**src/rtl/sipo_deserializer_pkg.sv**
```systemverilog
// Shared types and helpers for the serial-to-parallel deserializer:
// the FSM state encoding and the partial-word counter width.
package sipo_deserializer_pkg;

  typedef enum logic [1:0] {
    IDLE  = 2'd0,
    SHIFT = 2'd1,
    STALL = 2'd2
  } state_e;

  // Counter width for a word of n bits; it must hold counts 0..n-1.
  function automatic int cnt_width(input int n);
    return (n < 2) ? 1 : $clog2(n);
  endfunction

  localparam int N_DEFAULT     = 8;
  localparam int CNT_W_DEFAULT = cnt_width(N_DEFAULT);

endpackage

```
**src/rtl/sipo_deserializer_if.sv**
```systemverilog
// Serial input and parallel output handshake bundle of the deserializer.
//
// Handshake semantics: a serial bit transfers on a rising edge where
// s_valid & s_ready; a word leaves the output buffer on a rising edge where
// p_valid & p_ready, which is exactly when the p_load strobe is high.
// p_data is stable while p_valid=1 and p_ready=0.
interface sipo_deserializer_if #(
  parameter int N = 8
) ();
  logic         s_in;
  logic         s_valid;
  logic         s_ready;
  logic [N-1:0] p_data;
  logic         p_valid;
  logic         p_ready;
  logic         p_load;

  modport master (
    output s_in, s_valid, p_ready,
    input  s_ready, p_data, p_valid, p_load
  );

  modport slave (
    input  s_in, s_valid, p_ready,
    output s_ready, p_data, p_valid, p_load
  );
endinterface

```
**src/rtl/sipo_deserializer_word_out_buffer.sv**
```systemverilog
// One-word output holding register with a valid/ready drain; p_load marks
// the edge on which the downstream register takes the word.
module word_out_buffer #(
  parameter int N = 8
) (
  input  logic         clk,
  input  logic         rst,
  input  logic         clr,
  input  logic         load_en,
  input  logic [N-1:0] load_data,
  input  logic         p_ready,
  output logic [N-1:0] p_data,
  output logic         p_valid,
  output logic         p_load
);

  logic [N-1:0] data_q, data_d;
  logic         valid_q, valid_d;

  assign p_load  = valid_q & p_ready;
  assign p_data  = data_q;
  assign p_valid = valid_q;

  // A new word and a drain on the same edge keep valid high (no bubble).
  always_comb begin
    data_d  = data_q;
    valid_d = valid_q;
    if (clr) begin
      data_d  = '0;
      valid_d = 1'b0;
    end else if (load_en) begin
      data_d  = load_data;
      valid_d = 1'b1;
    end else if (p_load) begin
      valid_d = 1'b0;
    end
  end

  always_ff @(posedge clk or posedge rst) begin
    if (rst) begin
      data_q  <= '0;
      valid_q <= 1'b0;
    end else begin
      data_q  <= data_d;
      valid_q <= valid_d;
    end
  end

endmodule

```
**src/rtl/sipo_deserializer.sv**
```systemverilog
// Serial-to-parallel front end: shifts in N valid-qualified bits, then hands
// the completed word to a one-deep output buffer; stalls only when both are full.
module sipo_deserializer
  import sipo_deserializer_pkg::*;
#(
  parameter int N         = 8,
  parameter bit MSB_FIRST = 1'b1,
  localparam int CW       = cnt_width(N)
) (
  input  logic                 clk,
  input  logic                 rst,
  input  logic                 clr,
  sipo_deserializer_if.slave   bus,
  output logic [CW-1:0]        bit_cnt,
  output state_e               state_dbg
);

  state_e         state_q, state_d;
  logic [N-1:0]   sr_q, sr_d, sr_shifted;
  logic [CW-1:0]  cnt_q, cnt_d;
  logic           accept;
  logic           last_bit;
  logic           buf_load_en;
  logic [N-1:0]   buf_load_data;

  assign bus.s_ready = (state_q != STALL);
  assign accept      = bus.s_valid & bus.s_ready;
  assign last_bit    = accept && (cnt_q == CW'(N - 1));
  assign bit_cnt     = cnt_q;
  assign state_dbg   = state_q;

  generate
    if (MSB_FIRST) begin : g_msb_first
      assign sr_shifted = {sr_q[N-2:0], bus.s_in};
    end else begin : g_lsb_first
      assign sr_shifted = {bus.s_in, sr_q[N-1:1]};
    end
  endgenerate

  always_comb begin
    state_d       = state_q;
    sr_d          = sr_q;
    cnt_d         = cnt_q;
    buf_load_en   = 1'b0;
    buf_load_data = sr_shifted;
    if (clr) begin
      state_d = IDLE;
      sr_d    = '0;
      cnt_d   = '0;
    end else begin
      case (state_q)
        IDLE: begin
          if (accept) begin
            sr_d    = sr_shifted;
            cnt_d   = CW'(1);
            state_d = SHIFT;
          end
        end
        SHIFT: begin
          if (accept) begin
            sr_d = sr_shifted;
            if (last_bit) begin
              cnt_d = '0;
              // The buffer is usable if empty or being drained this very edge.
              if (!bus.p_valid || bus.p_load) begin
                buf_load_en = 1'b1;
                state_d     = IDLE;
              end else begin
                state_d = STALL;
              end
            end else begin
              cnt_d = cnt_q + CW'(1);
            end
          end
        end
        STALL: begin
          if (bus.p_load) begin
            buf_load_en   = 1'b1;
            buf_load_data = sr_q;
            state_d       = IDLE;
          end
        end
        default: state_d = IDLE;
      endcase
    end
  end

  always_ff @(posedge clk or posedge rst) begin
    if (rst) begin
      state_q <= IDLE;
      sr_q    <= '0;
      cnt_q   <= '0;
    end else begin
      state_q <= state_d;
      sr_q    <= sr_d;
      cnt_q   <= cnt_d;
    end
  end

  word_out_buffer #(.N(N)) u_out_buf (
    .clk       (clk),
    .rst       (rst),
    .clr       (clr),
    .load_en   (buf_load_en),
    .load_data (buf_load_data),
    .p_ready   (bus.p_ready),
    .p_data    (bus.p_data),
    .p_valid   (bus.p_valid),
    .p_load    (bus.p_load)
  );

endmodule

```
**src/flat_wrapper.sv**
```systemverilog
// flat-port wrapper written by rule: the top's interface ports become plain ports
module sipo_deserializer_flat import sipo_deserializer_pkg::*;
#(
  parameter int N         = 8,
  parameter bit MSB_FIRST = 1'b1,
  localparam int CW       = cnt_width(N)
)
  (clk, rst, clr, bit_cnt, state_dbg, bus_s_in, bus_s_valid, bus_p_ready, bus_s_ready, bus_p_data, bus_p_valid, bus_p_load);
  sipo_deserializer_if #(.N(N)) bus_i ();
  input  logic clk;
  input  logic rst;
  input  logic clr;
  output logic [CW-1:0] bit_cnt;
  output state_e state_dbg;
  input wire logic [$bits(bus_i.s_in)-1:0] bus_s_in;
  input wire logic [$bits(bus_i.s_valid)-1:0] bus_s_valid;
  input wire logic [$bits(bus_i.p_ready)-1:0] bus_p_ready;
  output wire logic [$bits(bus_i.s_ready)-1:0] bus_s_ready;
  output wire logic [$bits(bus_i.p_data)-1:0] bus_p_data;
  output wire logic [$bits(bus_i.p_valid)-1:0] bus_p_valid;
  output wire logic [$bits(bus_i.p_load)-1:0] bus_p_load;
  assign bus_i.s_in = bus_s_in;
  assign bus_i.s_valid = bus_s_valid;
  assign bus_i.p_ready = bus_p_ready;
  assign bus_s_ready = bus_i.s_ready;
  assign bus_p_data = bus_i.p_data;
  assign bus_p_valid = bus_i.p_valid;
  assign bus_p_load = bus_i.p_load;
  sipo_deserializer #(.N(N), .MSB_FIRST(MSB_FIRST)) u_core (.clk(clk), .rst(rst), .clr(clr), .bus(bus_i), .bit_cnt(bit_cnt), .state_dbg(state_dbg));
endmodule
```
**config.mk**
```make
export PLATFORM = sky130hd
export DESIGN_NAME = sipo_deserializer_flat
export DESIGN_NICKNAME = d
export VERILOG_FILES = /design/src/rtl/sipo_deserializer_pkg.sv /design/src/rtl/sipo_deserializer_if.sv /design/src/rtl/sipo_deserializer_word_out_buffer.sv /design/src/rtl/sipo_deserializer.sv /design/src/flat_wrapper.sv
export SDC_FILE = /design/constraint.sdc
export NUM_CORES = 1
export LEC_CHECK = 0
export ABC_CLOCK_PERIOD_IN_PS = 3000
export BUFFER_PORTS_ARGS = -buffer_cell sky130_fd_sc_hd__buf_2
export CAP_MARGIN = 5
export CORE_ASPECT_RATIO = 0.75
export CORE_MARGIN = 5
export CORE_UTILIZATION = 40
export CTS_CLUSTER_SIZE = 8
export DETAILED_ROUTE_END_ITERATION = 7
export HOLD_SLACK_MARGIN = 0.06
export PLACE_DENSITY_LB_ADDON = 0.15
export SKIP_LAST_GASP = 1
export SLEW_MARGIN = 20
export SYNTH_ARGS = -nofsm -noshare
export SYNTH_HDL_FRONTEND = slang
export SYNTH_SLANG_ARGS = --single-unit
```
**constraint.sdc**
```tcl
create_clock -name clk -period 3 [get_ports clk]
set_clock_uncertainty 0.05 [all_clocks]
set_input_delay 0.15 -clock clk [delete_from_list [all_inputs] [get_ports clk]]
set_output_delay 0.15 -clock clk [all_outputs]
set_load 0.01 [all_outputs]
```
---- After elaboration in Yosys (flattened, before gate mapping) ----
Cells that the tools add are included.
word-level totals
  register bits after elaboration ......... 22
  input bits .............................. 6
cells by class
  add/sub/neg operators ................... 1
  equal/unequal tests ..................... 8
  muxes and demuxes ....................... 28
  bitwise logic cells ..................... 2
  reduce and logical (&&, ||, !) cells .... 13
operator list
  kind                                                                     count
  8-bit 2-to-1 mux                                                         7
  2-bit 2-to-1 mux                                                         6
  3-bit 2-to-1 mux                                                         4
  3-bit by 2-bit inequality test with 1-bit output, second input constant  4
  1-bit 2-to-1 mux                                                         8
  2-bit one-hot mux with 3 select lines                                    1
  3-bit one-hot mux with 2 select lines                                    1
  2-bit nonzero test                                                       3
  3-bit nonzero test                                                       2
  4-bit AND reduction                                                      1
  3-bit by 1-bit adder with 3-bit output, second input constant            1
  3-bit equality test, second input constant                               1
  3-bit AND reduction                                                      1
  1-bit AND                                                                2
  2-bit by 1-bit equality test with 1-bit output, second input constant    1
  2-bit equality test, second input constant                               1
  2-bit zero test                                                          1
  2-bit inequality test, second input constant                             1
  1-bit one-hot mux with 2 select lines                                    1
  2-bit AND reduction                                                      1
  2-bit OR reduction                                                       1
  1-bit logical AND                                                        1
  1-bit zero test                                                          1
  1-bit logical OR                                                         1

---- Longest topological paths before layout ----
Gate-level depths: netlist of run 1.
  word-level depth ........................ 9
  depth in mapped cells ................... 7
  gate-level depth less buffers ........... 5

---- Hierarchy ----
A second synthesis of run 1 with hierarchy kept.
second synthesis, totals
  cell total of the unflattened synthesis .. 117
  area total of the unflattened synthesis .. 1,273.7 um^2
by module, submodules not included
  module             instances  cells an instance  area an instance (um^2)  sequential area each (um^2)
  sipo_deserializer  1          85                 897.1                    325.3
  word_out_buffer    1          32                 376.6                    225.2

---- Least setup slack after synthesis of run 1 ----
OpenSTA, ideal clock, no wires.
  path kind ............................... register to register
  start ................................... reg u_core.state_q[0], in the netlist u_core.state_dbg[0]
  end ..................................... reg u_core.u_out_buf.data_q[0], in the netlist u_core.u_out_buf.p_data[0]
  library setup time ...................... 0.138 ns
  arrival ................................. 1.544 ns
  required time ........................... 2.812 ns
  slack ................................... 1.268 ns
  stages on the path, launching flop included .. 7
  path buffers ............................ 1
  cells stage by stage .................... dfrtp_1 inv_1 ha_1 buf_6 nand4b_4 a211oi_4 a21oi_1
between the ends
  cells in the longest elaborated chain, start to end .. 8
  elaborated cells between the ends (all ways) .. 13
  those cells by class .................... eq/ne (3); mux (7); bitwise (1); reduce/logical (2)
ends and longest elaborated chain
  item                                   RTL line                                 RTL
  from (decl)                            sipo_deserializer.sv:18                  state_e state_q, state_d;
  from (signal assigned)                 sipo_deserializer.sv:94                  state_q <= state_d;
  2-bit inequality test                  sipo_deserializer.sv:26                  assign bus.s_ready = (state_q != STALL);
  1-bit AND                              sipo_deserializer.sv:27                  assign accept = bus.s_valid & bus.s_ready;
  1-bit logical AND                      sipo_deserializer.sv:28                  assign last_bit = accept && (cnt_q == CW'(N - 1));
  1-bit 2-to-1 mux                       sipo_deserializer.sv:62                  if (last_bit) begin
  1-bit 2-to-1 mux                       sipo_deserializer.sv:60                  if (accept) begin
  1-bit one-hot mux with 2 select lines  sipo_deserializer.sv:51                  case (state_q)
  1-bit 2-to-1 mux                       sipo_deserializer.sv:46                  if (clr) begin
  2-bit nonzero test (no line)           n/a
  to (signal assigned)                   sipo_deserializer_word_out_buffer.sv:44  data_q <= data_d;
  to (decl)                              sipo_deserializer_word_out_buffer.sv:17  logic [N-1:0] data_q, data_d;
Parallel ways exist; a longest one is shown, timed or not. The select of a mux whose other input is x is not followed.
A chain may end at the register's enable or synchronous reset.

---- Final worst setup path of run 1 ----
Same ends and word-level chain as after synthesis.

==> results of run 1 <==
state kept, by name, summed over array words and instances, names as in the netlist:
| signal | count |
|---|---|
| u_core.sr_q | 8 |
| u_core.u_out_buf.p_valid | 1 |
| u_core.state_dbg | 2 |
| u_core.bit_cnt | 3 |
| u_core.u_out_buf.p_data | 8 |
metrics by stage:
step | total power, uW | hold WS (ns) | instances | setup slack (ns)
2_1_floorplan | 486.9 | 0.08923 | 159 | 1.268
3_3_place_gp | 538.0 | 0.3262 | 220 | 0.8906
3_5_place_dp | 539.7 | 0.3254 | 220 | 0.7762
4_1_cts | 757.6 | 0.09393 | 225 | 0.7575
5_1_grt | 800.3 | 0.09671 | 225 | 0.5257
6_report | 746.9 | 0.1026 | 225 | 0.7637
cells in the final DEF, fill, tap and decap left out, drive strengths merged, types with 2 or more instances in the layout:
cell     n
a2111o   8
a21oi   26
buf     21
clkbuf   4
dfrtp   22
ha       6
inv     10
mux2i    8
nand2    3
nand3   14
nor2    10
nor2b    5
nor3b    9
o211ai   2
o21ai   10
o32ai    2
power groups by stage:
| stage | Sequential [uW] | Combinational [uW] | Clock, uW |
|---|---|---|---|
| after global placement | 330 | 208 | 0 |
| after detailed placement | 330 | 209 | 0 |
| after floorplan | 333 | 154 | 0 |
| after CTS | 325 | 213 | 220 |
| after global routing | 327 | 241 | 233 |
| final | 325 | 211 | 212 |
cells by family (layout without fill, tap and decap cells):
| logic type | Yosys count | count (layout) | synth area share |
|---|---|---|---|
| adder cells (fa/ha/maj) | 6 | 6 | 0.05159 |
| flip-flops | 22 | 22 | 0.3783 |
| AND/OR/NAND/NOR | 46 | 46 | 0.1857 |
| multiplexers | 8 | 8 | 0.05503 |
| buffers and inverters | 22 | 36 | 0.07308 |
| AO/OA/AOI/OAI | 55 | 55 | 0.2562 |
worst register-to-register path: stages (launching register included):
cell	delay (ns)
dfrtp_1	0.41
inv_1	0.11
ha_1	0.57
nand3_1	0.54
mux2i_1	0.32
a21oi_1	0.10
layer usage:
| layer | wire length (microns) | GRT usage | part of all wire | up-vias |
|---|---|---|---|---|
| met4 | 12 | 0.02575 | 0.0035 | 0 |
| li1 | - | - | - | 608 |
| met2 | 1534 | 0.2229 | 0.45 | 26 |
| met5 | 0 | 0 | 0 | - |
| met1 | 1736 | 0.2025 | 0.50 | 602 |
| met3 | 162 | 0.03613 | 0.047 | 2 |
worst min-delay path by stage:
stage	slack (ns)	to	cells past startpoint
6_report	0.10	u_core.sr_q[0]$_DFFE_PP0P_	3
5_1_grt	0.1	u_core.sr_q[0]$_DFFE_PP0P_	3
4_1_cts	0.09	u_core.sr_q[0]$_DFFE_PP0P_	3
3_5_place_dp	0.33	u_core.bit_cnt[0]$_DFFE_PP0P_	2
3_3_place_gp	0.33	u_core.bit_cnt[0]$_DFFE_PP0P_	2
2_1_floorplan	0.09	u_core.bit_cnt[0]$_DFFE_PP0P_	1
area by class of cell:
type	count	area, sq um	share of cell area
flip-flops and latches	22	550.5	0.3395
multi-input cells	115	798.3	0.4923
repair buffers	22	115.1	0.07099
inverters	10	37.54	0.02315
well taps	52	65.06	0.04012
clock buffers	4	55.05	0.03395
what timing repair did:
action | 4_1_cts | 5_1_grt
hold buffers | 1 | 0
endpoints found under the hold margin | 22 | 0
buffers inserted | 0 | 0
==> results.md, run 1 <==
* Status: complete, no violations
* Die footprint at 4957 sq um
* Count of unique library cells instantiated by Yosys at 32
* Starting Density at 0.4054
* Routed wire per std cell at 15.32 microns
* Worst reg2reg endpoint: u_core.u_out_buf.p_data[0]$_DFFE_PP0P_
* Post-synth ARST share at 1.000
* WP data required at 3.08 ns
* Max stage delay on crit path at 0.57 ns
* Gr usage total at 0.1434
* Vias per cell at 5.502
* Crit-path max FO at 19
* Lkg Pwr at 0.0007380 uW
* DP Wirelength at 2380 microns
* Syn_nets at 171
* Post-synth top area share at 0.3783
* Inserted Diodes at 0
* Num CTS Buffers at 3
* R2R Setup Slk at 0.76 ns
* Post-DP Area at 1556 sq um
* Main flop type after synthesis: dfrtp_1
* Syn_area_per_cell at 9.152 sq um
* Family with the most delay on the worst path: adder cells
* CP startpoint: u_core.state_dbg[0]$_DFFE_PP0P_
* Core area at 3590 sq um
* Worst hold path type: input port to flop
* Worst R2R Path Depth at 5
* Critical path buffer and inverter count at 1
* Worst Tran Pin Value at 0.8578 ns
* Fill cells at 345
* Hold Vio Cnt, Final at 0
* Logic pwr share at 0.282
* Overflow left after global routing at 0
* Clock share of power at 0.283
* Layout cell share with drive strength beyond 1 at 0.1676
* First-pass GRT wire length at 5685 microns
* Pwr/cell area at 460.6 nW/um^2
* Max-slew violation count at 0
* CTS Buffer Depth at 2
* Max-cap violation count at 0
* Reg-to-reg critical path startpoint: u_core.state_dbg[0]$_DFFE_PP0P_
* Worst setup SP type: flop
* Area contributors post-synth: dfrtp_1, a21oi_1, a2111o_1, mux2i_1, ha_1
* Sw power at 249.8 uW
* Initial antenna violation count at 0
* Internal power at 497.1 uW
* Crit end category: flop
* TritonCTS clock tree: yes
* Root Driver: clkbuf_8
* Reg clk slew, reported paths at 0.08 ns
* Top-count cell post-synth: a21oi_1
* Post-synthesis cell count at 159
* Seq pwr share at 0.435
* EDFF count, synth at 0
* Remaining DRCs at 0
* # IOs at 22
* Vias in the first global route at 1146
* CP cell instances: inv_1 -> ha_1 -> nand3_1 -> mux2i_1 -> a21oi_1
* Post-synth top cells: a21oi_1, dfrtp_1, nand3_1
* RSZ-0062 raised after global routing: no
* CP max stage cell: ha_1
* Yosys reg bits at 22
* Final setup fails at 0
* Peak VDD IR at 0.3069 mV
* Crit path depth at 5
* H-tree depth at 1
* Rel. slew slack at 0.4275
* Die Y at 62.24 microns
* IO Port Bufs at 21
* Clk_lat worst skew at 0.26 ns
* Final ANT Viol Nets at 0
* Clock net sink count at 22
* Synth warn at 0
* Sequential share of the synthesized area at 0.3783
* Design Area, Final at 1622 sq um
* Fmax at 447.2 MHz
* Std cell rows at 19
* Mapped Area at 1455 sq um
* Layout Utilization at 0.4517
* Worst setup path endpoint: u_core.u_out_buf.p_data[0]$_DFFE_PP0P_
* Final cycle utilization of the critical path at 0.7454
* Worst Hold Launch: bus_s_in
* GPL Wtd Cong at 0.8772
* Routed WL at 3446 microns
* CP Class: flop to flop
* Largest area contributor in the netlist: dfrtp_1
* DR iter-0 viols at 68
* Setup TNS at 0 ns
* DRT Pass-1 Iters at 4
* Die Width at 79.65 microns
* Final #Nets at 186
* DR vias at 1238
* Area grow syn2layout at 11.44%
* Critical Path AT at 2.32 ns
* Post-CTS sizing at 0
* Largest net degree at the start of global routing at 24
* Sw Share at 0.3344
* Post-layout min period at 2.236 ns
(Power assumes the default switching activity.)
==> run 2, diff against run 1 <==
ABC_CLOCK_PERIOD_IN_PS = 1900   (was 3000)
clock period = 1.9 ns   (was 3 ns; I/O delays follow)
==> results.md, run 2 (synthesis results as in run 1) <==
* Hold Vio Cnt, Final at 0
* H-tree depth at 1
* RSZ-0062 raised after global routing: yes
* Worst Hold Launch: clr
* Reg clk slew, reported paths at 0.08 ns
* TritonCTS clock tree: yes
* Fill cells at 337
* Vias per cell at 5.460
* Root Driver: clkbuf_8
* Overflow left after global routing at 0
* Max-slew violation count at 0
* Die Width at 79.65 microns
* Initial antenna violation count at 0
* GPL Wtd Cong at 0.8980
* Reg-to-reg critical path startpoint: u_core.state_dbg[0]$_DFFE_PP0P_
* First-pass GRT wire length at 6065 microns
* Gr usage total at 0.1500
* Starting Density at 0.4054
* WP data required at 1.99 ns
* Std cell rows at 19
* Final setup fails at 0
* Max-cap violation count at 0
* Crit end category: flop
* DR iter-0 viols at 70
* Inserted Diodes at 0
* Clock net sink count at 22
* Max stage delay on crit path at 0.39 ns
* Peak VDD IR at 0.4665 mV
* DP Wirelength at 2385 microns
* Worst R2R Path Depth at 7
* Layout cell share with drive strength beyond 1 at 0.2240
* Die Y at 62.24 microns
* IO Port Bufs at 21
* Lkg Pwr at 0.0007955 uW
* Remaining DRCs at 0
* Routed WL at 3453 microns
* Most used cell along the critical path: buf_4
* Setup TNS at 0 ns
* Final cycle utilization of the critical path at 0.9249
* Worst Tran Pin Value at 0.5463 ns
* Sw power at 407.1 uW
* DRT Pass-1 Iters at 4
* Worst reg2reg endpoint: u_core.u_out_buf.p_data[0]$_DFFE_PP0P_
* Design Area, Final at 1733 sq um
* CP Class: flop to flop
* Num CTS Buffers at 3
* Most frequent cells in the layout: a21oi_1, dfrtp_1, buf_2
* Clk_lat worst skew at 0.26 ns
* # IOs at 22
* Status: complete, no violations
* Final ANT Viol Nets at 0
* R2R Setup Slk at 0.14 ns
* Post-route setup slack at 0.1426 ns
* Critical Path AT at 1.85 ns
* Hold EP: u_core.bit_cnt[0]$_DFFE_PP0P_
* Routed wire per std cell at 14.69 microns
* Area grow syn2layout at 19.09%
* DR vias at 1283
* Hold depth at 2
* Fmax at 569.0 MHz
* Sw Share at 0.3031
* Post-layout min period at 1.757 ns
* Vias in the first global route at 1226
* Rel. slew slack at 0.6358
* CP max stage cell: dfrtp_1
* Worst hold path type: input port to flop
* Worst setup SP type: flop
* Seq pwr share at 0.376
* Final #Nets at 196
* CTS Buffer Depth at 2
* Setup WS pre-CTS at -0.04677 ns
* CP cell instances: inv_1 -> ha_1 -> buf_4 -> nand3_1 -> buf_4 -> mux2i_1 -> a21oi_1
* Clock share of power at 0.320
* Internal power at 935.9 uW
* Logic pwr share at 0.304
* Post-DP Area at 1617 sq um
* Largest net degree at the start of global routing at 24
* Die footprint at 4957 sq um
* Commonest non-fill, non-tap cell in the layout: a21oi_1
* Core area at 3590 sq um
* Pwr/cell area at 775.0 nW/um^2
* Crit-path max FO at 9
[run 2: cell types whose count changed in the layout (fill, tap and decap cells not counted), sizes merged]
cell,previous run,this run
buf,21,30
dlygate4sd3,1,2
clkbuf,4,3
bufinv,0,1
[run 2: worst max path at each step]
stage	slack, ns	startpoint	end
2_1_floorplan	0.17	u_core.state_dbg[0]$_DFFE_PP0P_	u_core.u_out_buf.p_data[0]$_DFFE_PP0P_
3_3_place_gp	-0.01	u_core.state_dbg[1]$_DFFE_PP0P_	u_core.u_out_buf.p_data[2]$_DFFE_PP0P_
3_5_place_dp	-0.05	u_core.state_dbg[1]$_DFFE_PP0P_	u_core.u_out_buf.p_data[3]$_DFFE_PP0P_
4_1_cts	0.06	u_core.state_dbg[1]$_DFFE_PP0P_	u_core.u_out_buf.p_data[7]$_DFFE_PP0P_
5_1_grt	-0.02	u_core.bit_cnt[1]$_DFFE_PP0P_	u_core.u_out_buf.p_data[3]$_DFFE_PP0P_
6_report	0.14	u_core.state_dbg[0]$_DFFE_PP0P_	u_core.u_out_buf.p_data[0]$_DFFE_PP0P_
[run 2: critical path: cells and delay by family, from the launching register on]
family	cells	cell delay, ns
fa+ha+maj	1	0.26
simple gates	1	0.09
flops	1	0.39
compound gates	1	0.10
mux	1	0.22
buf+inv	3	0.54
[run 2: repair_timing]
action / in CTS / in global routing
setup buffers: 1 / 0
hold endpoints to repair: 23 / 0
hold buffers: 2 / 0
endpoints found under the setup margin: 9 / 8
pin swaps: 1 / 0
resized for setup: 1 / 3
[run 2: metrics by stage]
stage	utilization	std cells	power, uW	hold WS [ns]
6_report	0.4827	235	1343	0.2271
3_3_place_gp	0.4503	228	894.2	0.09964
5_1_grt	0.4827	235	1428	0.2487
3_5_place_dp	0.4503	228	893.2	0.09817
2_1_floorplan	-	159	768.8	0.03423
4_1_cts	0.4786	235	1337	0.2161
[run 2: layer usage]
layer / vias up / share of wire / GRT usage
met3: 2 / 0.065 / 0.03757
met2: 37 / 0.45 / 0.2240
met1: 613 / 0.48 / 0.2232
met5: - / 0 / 0
li1: 631 / - / -
met4: 0 / 0.0035 / 0.01931
[run 2: power groups by stage]
stage	logic (uW)	clock network, uW	registers, uW
floorplan	243	0	525
global placement	381	0	513
detailed placement	379	0	514
CTS	388	444	505
global route	455	465	508
finish	408	430	505
[run 2: layout make-up]
class	instances	area [sq um]	area share
well taps	52	65.06	0.03755
repair buffers	32	192.7	0.1112
clock buffers	3	41.29	0.02383
flip-flops and latches	22	550.5	0.3177
clock inverters	1	30.03	0.01733
multi-input cells	115	815.8	0.4708
inverters	10	37.54	0.02166
